File: src/rtl/player_tracker.sv
// player_tracker
//   Finds the marker-coloured pixels in each camera frame, averages their
//   coordinates with a sequential restoring divider and publishes the
//   top-left position of the player sprite at every frame end.
//
// Ports
//   clk        camera pixel clock, the only clock
//   reset      asynchronous, active-low reset
//   wren       pixel valid strobe
//   next_x     pixel column (0..639)
//   next_y     pixel row (0..479)
//   rgb        pixel colour, R[8:6] G[5:3] B[2:0]
//   cam_vsync  camera vertical sync, active-high; its rising edge ends a frame
//   posx/posy  published sprite top-left position
//   detected   last completed frame had at least MIN_PIXELS matches
//   pos_valid  one-cycle pulse when a frame result is published
//   busy       high while the centroid divide is running
module player_tracker #(
    parameter int R_MIN      = 5,
    parameter int G_MAX      = 2,
    parameter int B_MAX      = 2,
    parameter int MIN_PIXELS = 64,
    parameter int PLAYER_W   = 32,
    parameter int PLAYER_H   = 16,
    parameter int RESET_X    = 304,
    parameter int RESET_Y    = 400
) (
    input  logic       clk,
    input  logic       reset,
    input  logic       wren,
    input  logic [9:0] next_x,
    input  logic [9:0] next_y,
    input  logic [8:0] rgb,
    input  logic       cam_vsync,
    output logic [9:0] posx,
    output logic [9:0] posy,
    output logic       detected,
    output logic       pos_valid,
    output logic       busy
);

    typedef enum logic [1:0] {ACCUM, DIV_X, DIV_Y, UPDATE} state_t;

    localparam logic [2:0]  R_MIN_L  = 3'(R_MIN);
    localparam logic [2:0]  G_MAX_L  = 3'(G_MAX);
    localparam logic [2:0]  B_MAX_L  = 3'(B_MAX);
    localparam logic [18:0] MIN_CNT  = 19'(MIN_PIXELS);
    localparam logic [10:0] HALF_W   = 11'(PLAYER_W / 2);
    localparam logic [10:0] HALF_H   = 11'(PLAYER_H / 2);
    localparam logic [10:0] MAX_X    = 11'(640 - PLAYER_W);
    localparam logic [10:0] MAX_Y    = 11'(480 - PLAYER_H);
    localparam logic [4:0]  LAST_BIT = 5'd27;

    state_t      state_reg;
    logic        vsync_prev_reg;
    logic [27:0] sum_x_reg;
    logic [27:0] sum_y_reg;
    logic [18:0] count_reg;

    // Divider: dq_reg starts as the dividend and fills with quotient bits
    // from the LSB end as the dividend bits shift out of the MSB end.
    logic [27:0] dq_reg;
    logic [18:0] rem_reg;
    logic [18:0] divisor_reg;
    logic [27:0] sum_y_snap_reg;
    logic        enough_reg;
    logic [4:0]  step_reg;
    logic [9:0]  cx_reg;

    logic        pixel_match;
    logic        frame_end;
    logic [19:0] rem_shift;
    logic        quot_bit;
    logic [18:0] rem_next;
    logic [27:0] dq_next;
    logic [10:0] off_x;
    logic [10:0] off_y;
    logic [9:0]  clamp_x;
    logic [9:0]  clamp_y;

    always_comb begin
        pixel_match = wren && (next_x < 10'd640) && (next_y < 10'd480)
                      && (rgb[8:6] >= R_MIN_L) && (rgb[5:3] <= G_MAX_L)
                      && (rgb[2:0] <= B_MAX_L);
        frame_end   = cam_vsync && !vsync_prev_reg;

        // One restoring-divide step. With a zero divisor the result is
        // garbage but finite; it is never published because enough_reg is 0.
        rem_shift = {rem_reg, dq_reg[27]};
        quot_bit  = (rem_shift >= {1'b0, divisor_reg});
        rem_next  = quot_bit ? 19'(rem_shift - {1'b0, divisor_reg}) : rem_shift[18:0];
        dq_next   = {dq_reg[26:0], quot_bit};

        // Centre-to-corner offset in 11-bit signed space; bit 10 set means
        // the centroid sits closer to the edge than half a sprite.
        off_x = {1'b0, cx_reg} - HALF_W;
        off_y = {1'b0, dq_reg[9:0]} - HALF_H;

        clamp_x = off_x[9:0];
        if (off_x[10])
            clamp_x = 10'd0;
        else if (off_x > MAX_X)
            clamp_x = MAX_X[9:0];

        clamp_y = off_y[9:0];
        if (off_y[10])
            clamp_y = 10'd0;
        else if (off_y > MAX_Y)
            clamp_y = MAX_Y[9:0];
    end

    always_ff @(posedge clk or negedge reset) begin
        if (!reset) begin
            state_reg      <= ACCUM;
            vsync_prev_reg <= 1'b0;
            sum_x_reg      <= '0;
            sum_y_reg      <= '0;
            count_reg      <= '0;
            dq_reg         <= '0;
            rem_reg        <= '0;
            divisor_reg    <= '0;
            sum_y_snap_reg <= '0;
            enough_reg     <= 1'b0;
            step_reg       <= '0;
            cx_reg         <= '0;
            posx           <= 10'(RESET_X);
            posy           <= 10'(RESET_Y);
            detected       <= 1'b0;
            pos_valid      <= 1'b0;
            busy           <= 1'b0;
        end else begin
            vsync_prev_reg <= cam_vsync;
            pos_valid      <= 1'b0;

            // Accumulation runs in every state; a frame end always starts a
            // fresh frame, dropping any match that arrives in that cycle.
            if (frame_end) begin
                sum_x_reg <= '0;
                sum_y_reg <= '0;
                count_reg <= '0;
            end else if (pixel_match) begin
                sum_x_reg <= sum_x_reg + 28'(next_x);
                sum_y_reg <= sum_y_reg + 28'(next_y);
                count_reg <= count_reg + 19'd1;
            end

            case (state_reg)
                ACCUM: begin
                    if (frame_end) begin
                        dq_reg         <= sum_x_reg;
                        sum_y_snap_reg <= sum_y_reg;
                        divisor_reg    <= count_reg;
                        enough_reg     <= (count_reg >= MIN_CNT);
                        rem_reg        <= '0;
                        step_reg       <= '0;
                        busy           <= 1'b1;
                        state_reg      <= DIV_X;
                    end
                end
                DIV_X: begin
                    dq_reg   <= dq_next;
                    rem_reg  <= rem_next;
                    step_reg <= step_reg + 5'd1;
                    if (step_reg == LAST_BIT) begin
                        cx_reg    <= dq_next[9:0];
                        dq_reg    <= sum_y_snap_reg;
                        rem_reg   <= '0;
                        step_reg  <= '0;
                        state_reg <= DIV_Y;
                    end
                end
                DIV_Y: begin
                    dq_reg   <= dq_next;
                    rem_reg  <= rem_next;
                    step_reg <= step_reg + 5'd1;
                    if (step_reg == LAST_BIT) begin
                        step_reg  <= '0;
                        state_reg <= UPDATE;
                    end
                end
                UPDATE: begin
                    pos_valid <= 1'b1;
                    busy      <= 1'b0;
                    state_reg <= ACCUM;
                    if (enough_reg) begin
                        posx     <= clamp_x;
                        posy     <= clamp_y;
                        detected <= 1'b1;
                    end else begin
                        detected <= 1'b0;
                    end
                end
                default: state_reg <= ACCUM;
            endcase
        end
    end

endmodule

File: config.mk
export PLATFORM = sky130hd
export DESIGN_NAME = player_tracker
export DESIGN_NICKNAME = d
export VERILOG_FILES = /design/src/rtl/player_tracker.sv
export SDC_FILE = /design/constraint.sdc
export NUM_CORES = 1
export LEC_CHECK = 0
export ABC_AREA = 1
export BUFFER_PORTS_ARGS = -buffer_cell sky130_fd_sc_hd__buf_2
export CORE_AREA = 2 2 163 165
export DETAILED_ROUTE_END_ITERATION = 8
export DIE_AREA = 0 0 165 167
export PLACE_DENSITY = 0.76
export SLEW_MARGIN = 20
export SYNTH_ARGS = -nofsm -noshare
export SYNTH_HDL_FRONTEND = slang
export SYNTH_SLANG_ARGS = --single-unit
export TNS_END_PERCENT = 50
File: constraint.sdc
create_clock -name clk -period 1.91 [get_ports clk]
set_input_delay 0.382 -clock clk [delete_from_list [all_inputs] [get_ports clk]]
set_output_delay 0.382 -clock clk [all_outputs]
set_load 0.02 [all_outputs]
# Word level (Yosys, flattened, before mapping)
# Index checks and enable logic that the tools add are counted.
# classes
add_sub_neg	7
magnitude_cmp	9
n_eq_ne	7
n_mux	28
n_reduce_logical	20
# ops
cell	count
$mux 28	6
$mux 19	5
$pmux 28 s3	1
$pmux 19 s3	1
$add 28x10->28	2
$mux 10	4
$ge 20x19->1	1
$add 19x1->19 const B	1
$ge 19x7->1 const B	1
$sub 19x19->19	1
$reduce_and 2->1	6
$gt 11x10->1 const B	1
$gt 11x9->1 const B	1
$sub 10x4->11 const B	1
$sub 10x5->11 const B	1
$lt 10x10->1 const B	1
$lt 10x9->1 const B	1
$mux 5	2
$pmux 5 s2	1
$pmux 2 s4	1
$le 3x2->1 const B	2
$logic_and 1x1->1	6
$mux 2	3
$ne 2x2->1 const B	3
other kinds (13)	18
# word_totals
ff_bits	211
input_bits	33
output_inout_bits	23
wordCells	88

# Longest topological paths before layout
# logic_depth
depth_word	8
depth_mapped	14
mapped_depth_nobuf	14

# Worst setup path before layout
# No wires, ideal clock.
# synth_path
kind	reg-to-reg
from	register dq_reg[27]
to	register rem_reg[17]
arrival_ns	1.918
setup_slack_ns	-0.125
stages_incl_launch_ff	15
n_path_buf	1
period_less_slack_ns	2.035
path_cell_list	dfrtp_1 inv_1 ha_1 fa_1 inv_1 nand3_1 nand2_2 nand3_1 nand3_1 nand2_2 nand2_4 buf_6 nand3_2 nand2_1 nand2_1
# synth_between
elab_chain_cells	4
# synth_rtl
element	line	source
from (decl)	62	logic [27:0] dq_reg;
from (signal assigned)	150	dq_reg <= sum_x_reg;
from (signal assigned)	161	dq_reg <= dq_next;
from (signal assigned)	166	dq_reg <= sum_y_snap_reg;
$sub 19x19->19 / $ge 20x19->1 (equally long branches)	91, 90	
$mux 19 (*)	91	rem_next = quot_bit ? 19'(rem_shift - {1'b0, divisor_reg}) : rem_shift[18:0];
$mux 19	164	if (step_reg == LAST_BIT) begin
$pmux 19 s3 (*)	147	case (state_reg)
to (signal assigned)	162	rem_reg <= rem_next;
to (signal assigned)	174	rem_reg <= rem_next;
to (decl)	63	logic [18:0] rem_reg;
# Every way passes the cells marked *; elsewhere a longest branch is shown, timed or not.
# A chain may end at the register's enable or synchronous reset.

# Final worst setup path
# layout_path
from	register divisor_reg[0]
to	register rem_reg[5]
# layout_between
elab_chain_cells	4
# layout_rtl
element	line	source
from (decl)	64	logic [18:0] divisor_reg;
from (signal assigned)	152	divisor_reg <= count_reg;
$sub 19x19->19 / $ge 20x19->1 (equally long branches)	91, 90	
$mux 19 (*)	91	
$mux 19	164	
$pmux 19 s3 (*)	147	
# Marked as above.

==> flow_metrics.tcl <==
set metrics [dict create \
    async_flop_share 1.00 \
    hold_ws_ps 204 \
    num_vias 12299 \
    overflow 0 \
    placementRows 59 \
    worst-path-max-fanout 10 \
    routedLengthMet1_um 16000 \
    grt_setup_unrepaired "yes" \
    dieArea_sq_mm 0.0276 \
    post_detailed_placement_half_perimeter_wirelength_um 24900 \
    cts_made_buffers 25 \
    timing.critical_path.mode_cell "sky130_fd_sc_hd__nand3_4" \
    worst_path_max_delay_cell "sky130_fd_sc_hd__dfrtp_1" \
    power_per_cell_area_mw_per_mm2 1410 \
    place.gp.congestion 0.968 \
    final_common_cell "sky130_fd_sc_hd__nand2_1" \
    maxSlewHeadroom 0.625 \
    timing.final.crit_period_ps 2090 \
    insertion_delay_to_the_later_sink_of_the_worst_skew_pair_ps 550 \
    timing.final.setup_violations 21 \
    dr_wl_met2_um 16300 \
    clockBufferDepth 3 \
    postSynthAreaPerCell_sq_um 7.25 \
    min_delay_path_class "primary input to register" \
    grt_use_total 0.253 \
    netlist-cell-type-count 45 \
    synthFlopType "sky130_fd_sc_hd__dfrtp_1" \
    crit_path_max_incr_delay_ps 390 \
    ctsHtreeMaxLevel 1 \
    area_delta_synth_final_pct 25.4 \
    die_y_um 167 \
    count_of_unresolved_drc_violations_after_routing 0 \
    via_per_inst 5.35 \
    antenna_cells 0 \
    crit_family "simple AND/OR/NAND/NOR gates" \
    end_kind "register" \
    worstMarginPinSlew_ps 559 \
    yosys_warnings 0 \
    drive_gt1_frac 0.193 \
    pleak_nw 8.02 \
    maxSlewViolCount 0 \
    commonest_non_fill_non_tap_cells_in_the_layout "502 x sky130_fd_sc_hd__nand2_1, 228 x sky130_fd_sc_hd__inv_1, 204 x sky130_fd_sc_hd__dfrtp_1" \
    number_of_enable_type_register_cells_in_the_synthesized_netlist 0 \
    dieWidth_um 165 \
    drt.antenna.violating_nets 0 \
    post_syn_nets 1838 \
    post_layout_nonfiller_instances 2298 \
    wire_per_inst_um 15.2 \
    skew_ps 13.8 \
    crit_type "register to register" \
    highest-signal-layer "met4" \
    startpoint_type "register" \
    grt_start_max_net_pins 90 \
    worst-path-buf-inv 2 \
    cts.reportedPaths.clkPinSlew_ps 60 \
    grt_first_pass_wirelength_um 57100 \
    n_fill_cell 2198 \
    run_status "finished with violations" \
    sink_count 211 \
    grt_antenna_before_repair 0 \
    totalNegativeSetupSlack_ps -2420 \
    layout_worst_path_cycle_share 1.09 \
    yosys_register_bits 211 \
    final_core_util 0.618 \
    dp_cells 2237 \
    wl_met3_um 1930 \
    violations "setup timing" \
    core_area_sq_mm 0.0258 \
    io_buffer_count 55 \
    starting_density_of_the_core 0.493 \
    max_freq_mhz 479 \
    boundaryPins 56 \
    netlist_area_sq_mm 0.0127 \
    vdd_drop_max_mv 1.31 \
    critical_path_arrival_ps 2500 \
    wirelength_um 35000 \
    hold_viol 0 \
    drt_iter0_markers 1049 \
    detail_route.first_pass.iterations 5 \
    final_worst_path_setup_slack_ps -180 \
    yosysSeqAreaShare 0.416 \
    timing.critical_path.cells "ha_2 > fa_2 > inv_2 > nand3_2 > nand2_2 > nand3_4 > nand3_4 > nand2_4 > nand2_8 > buf_12 > nand2_1 > nand3_1 > o21ai_1" \
    num-nets-final 2030 \
    number_of_global_route_vias_before_repair 11759 \
    critical_path_required_ps 2320 \
    clock_tree_from_tritoncts "yes" \
    maxCapViolations 0 \
    synthesis.instances 1752 \
    cts_root_buf "sky130_fd_sc_hd__clkbuf_16" \
]
[power breakdown]
| part | total (mW) | switching, mW | internal, mW |
|---|---|---|---|
| clock network | 4.58 | 1.97 | 2.61 |
| registers | 6.02 | 0.634 | 5.39 |
| logic | 11.9 | 7.09 | 4.83 |
| total | 22.5 | 9.70 | 12.8 |
[through the flow]
step                cell area, sq um  setup slack (ps)  power, mW
finish                         15900              -180       22.5
CTS                            15400              -100       21.3
global placement               14400              -153       15.8
global route                   15900              -252       24.1
floorplan                      12700             -7.71       12.8
detailed placement             14400              -174       16.1
[cell type report]
class	count	area (sq um)	share of cell area
Timing Repair Buffer	213	1670	0.105
Inverter	240	901	0.0566
Multi-Input combinational cell	1253	6860	0.431
Clock inverter	8	68.8	0.00432
Sequential cell	211	5290	0.332
Clock buffer	38	714	0.0449
Tap cell	335	419	0.0263
[per-layer routing]
layer	vias to the layer above	global-route usage
met5	-	0
met4	0	0.0707
met3	61	0.0294
met2	361	0.407
met1	5805	0.362
li1	6072	-
[cells by family (layout without fill, tap and decap cells)]
kind of cell             after synthesis  count (layout)  synth area share
AO/OA/AOI/OAI                        244             244             0.104
XOR/XNOR                              27              27            0.0186
adder cells (fa/ha/maj)               53              53            0.0540
buffers and inverters                288             499            0.0882
flip-flops                           211             211             0.416
AND/OR/NAND/NOR                      929             929             0.318
[final timing paths]
check | startpoint | to | slack [ps] | depth (start not counted)
max | divisor_reg[0] | rem_reg[5] | -180 | 13
min | next_x[0] | sum_x_reg[0] | 200 | 4
max reg2reg | divisor_reg[0] | rem_reg[5] | -180 | 13
min reg2reg | posx[4] | posx[4] | 460 | 2
max in group asynchronous | reset | sum_x_reg[7] | 820 | 3
min in group asynchronous | reset | vsync_prev_reg | 360 | 2
[synth_stat cells, types with 6 or more instances]
library cell / instances / share of area
sky130_fd_sc_hd__nor3_1: 29 / 0.011
sky130_fd_sc_hd__xnor2_1: 18 / 0.012
sky130_fd_sc_hd__dfstp_2: 6 / 0.012
sky130_fd_sc_hd__clkbuf_1: 31 / 0.0092
sky130_fd_sc_hd__buf_2: 13 / 0.0051
sky130_fd_sc_hd__inv_1: 231 / 0.068
sky130_fd_sc_hd__nand3b_1: 13 / 0.0077
sky130_fd_sc_hd__nand3_1: 151 / 0.060
sky130_fd_sc_hd__nand2_1: 521 / 0.15
sky130_fd_sc_hd__xor2_1: 9 / 0.0062
sky130_fd_sc_hd__nor2_1: 131 / 0.039
sky130_fd_sc_hd__a31oi_1: 21 / 0.010
sky130_fd_sc_hd__a21oi_1: 71 / 0.028
sky130_fd_sc_hd__ha_1: 50 / 0.049
sky130_fd_sc_hd__o21ai_1: 13 / 0.0051
sky130_fd_sc_hd__nand4_1: 37 / 0.018
sky130_fd_sc_hd__inv_2: 8 / 0.0024
sky130_fd_sc_hd__a32oi_1: 9 / 0.0062
sky130_fd_sc_hd__nand3_2: 7 / 0.0055
sky130_fd_sc_hd__nand2_2: 11 / 0.0054
sky130_fd_sc_hd__dfrtp_1: 205 / 0.40
sky130_fd_sc_hd__o21ai_0: 112 / 0.044
[worst min-delay path, stage by stage]
cell and delay [ps]:
sky130_fd_sc_hd__buf_2 80, sky130_fd_sc_hd__ha_1 130, sky130_fd_sc_hd__nand2_1 50, sky130_fd_sc_hd__o21ai_0 70
[repair_timing]
item	in CTS	in global routing
pin swaps	1	10
gates resized for setup	18	86
setup endpoints to repair	26	77
setup buffers	5	7
hold endpoints to repair	56	0
hold buffers	2	0
gates cloned	1	0
Power figures use the tool's default switching activity.
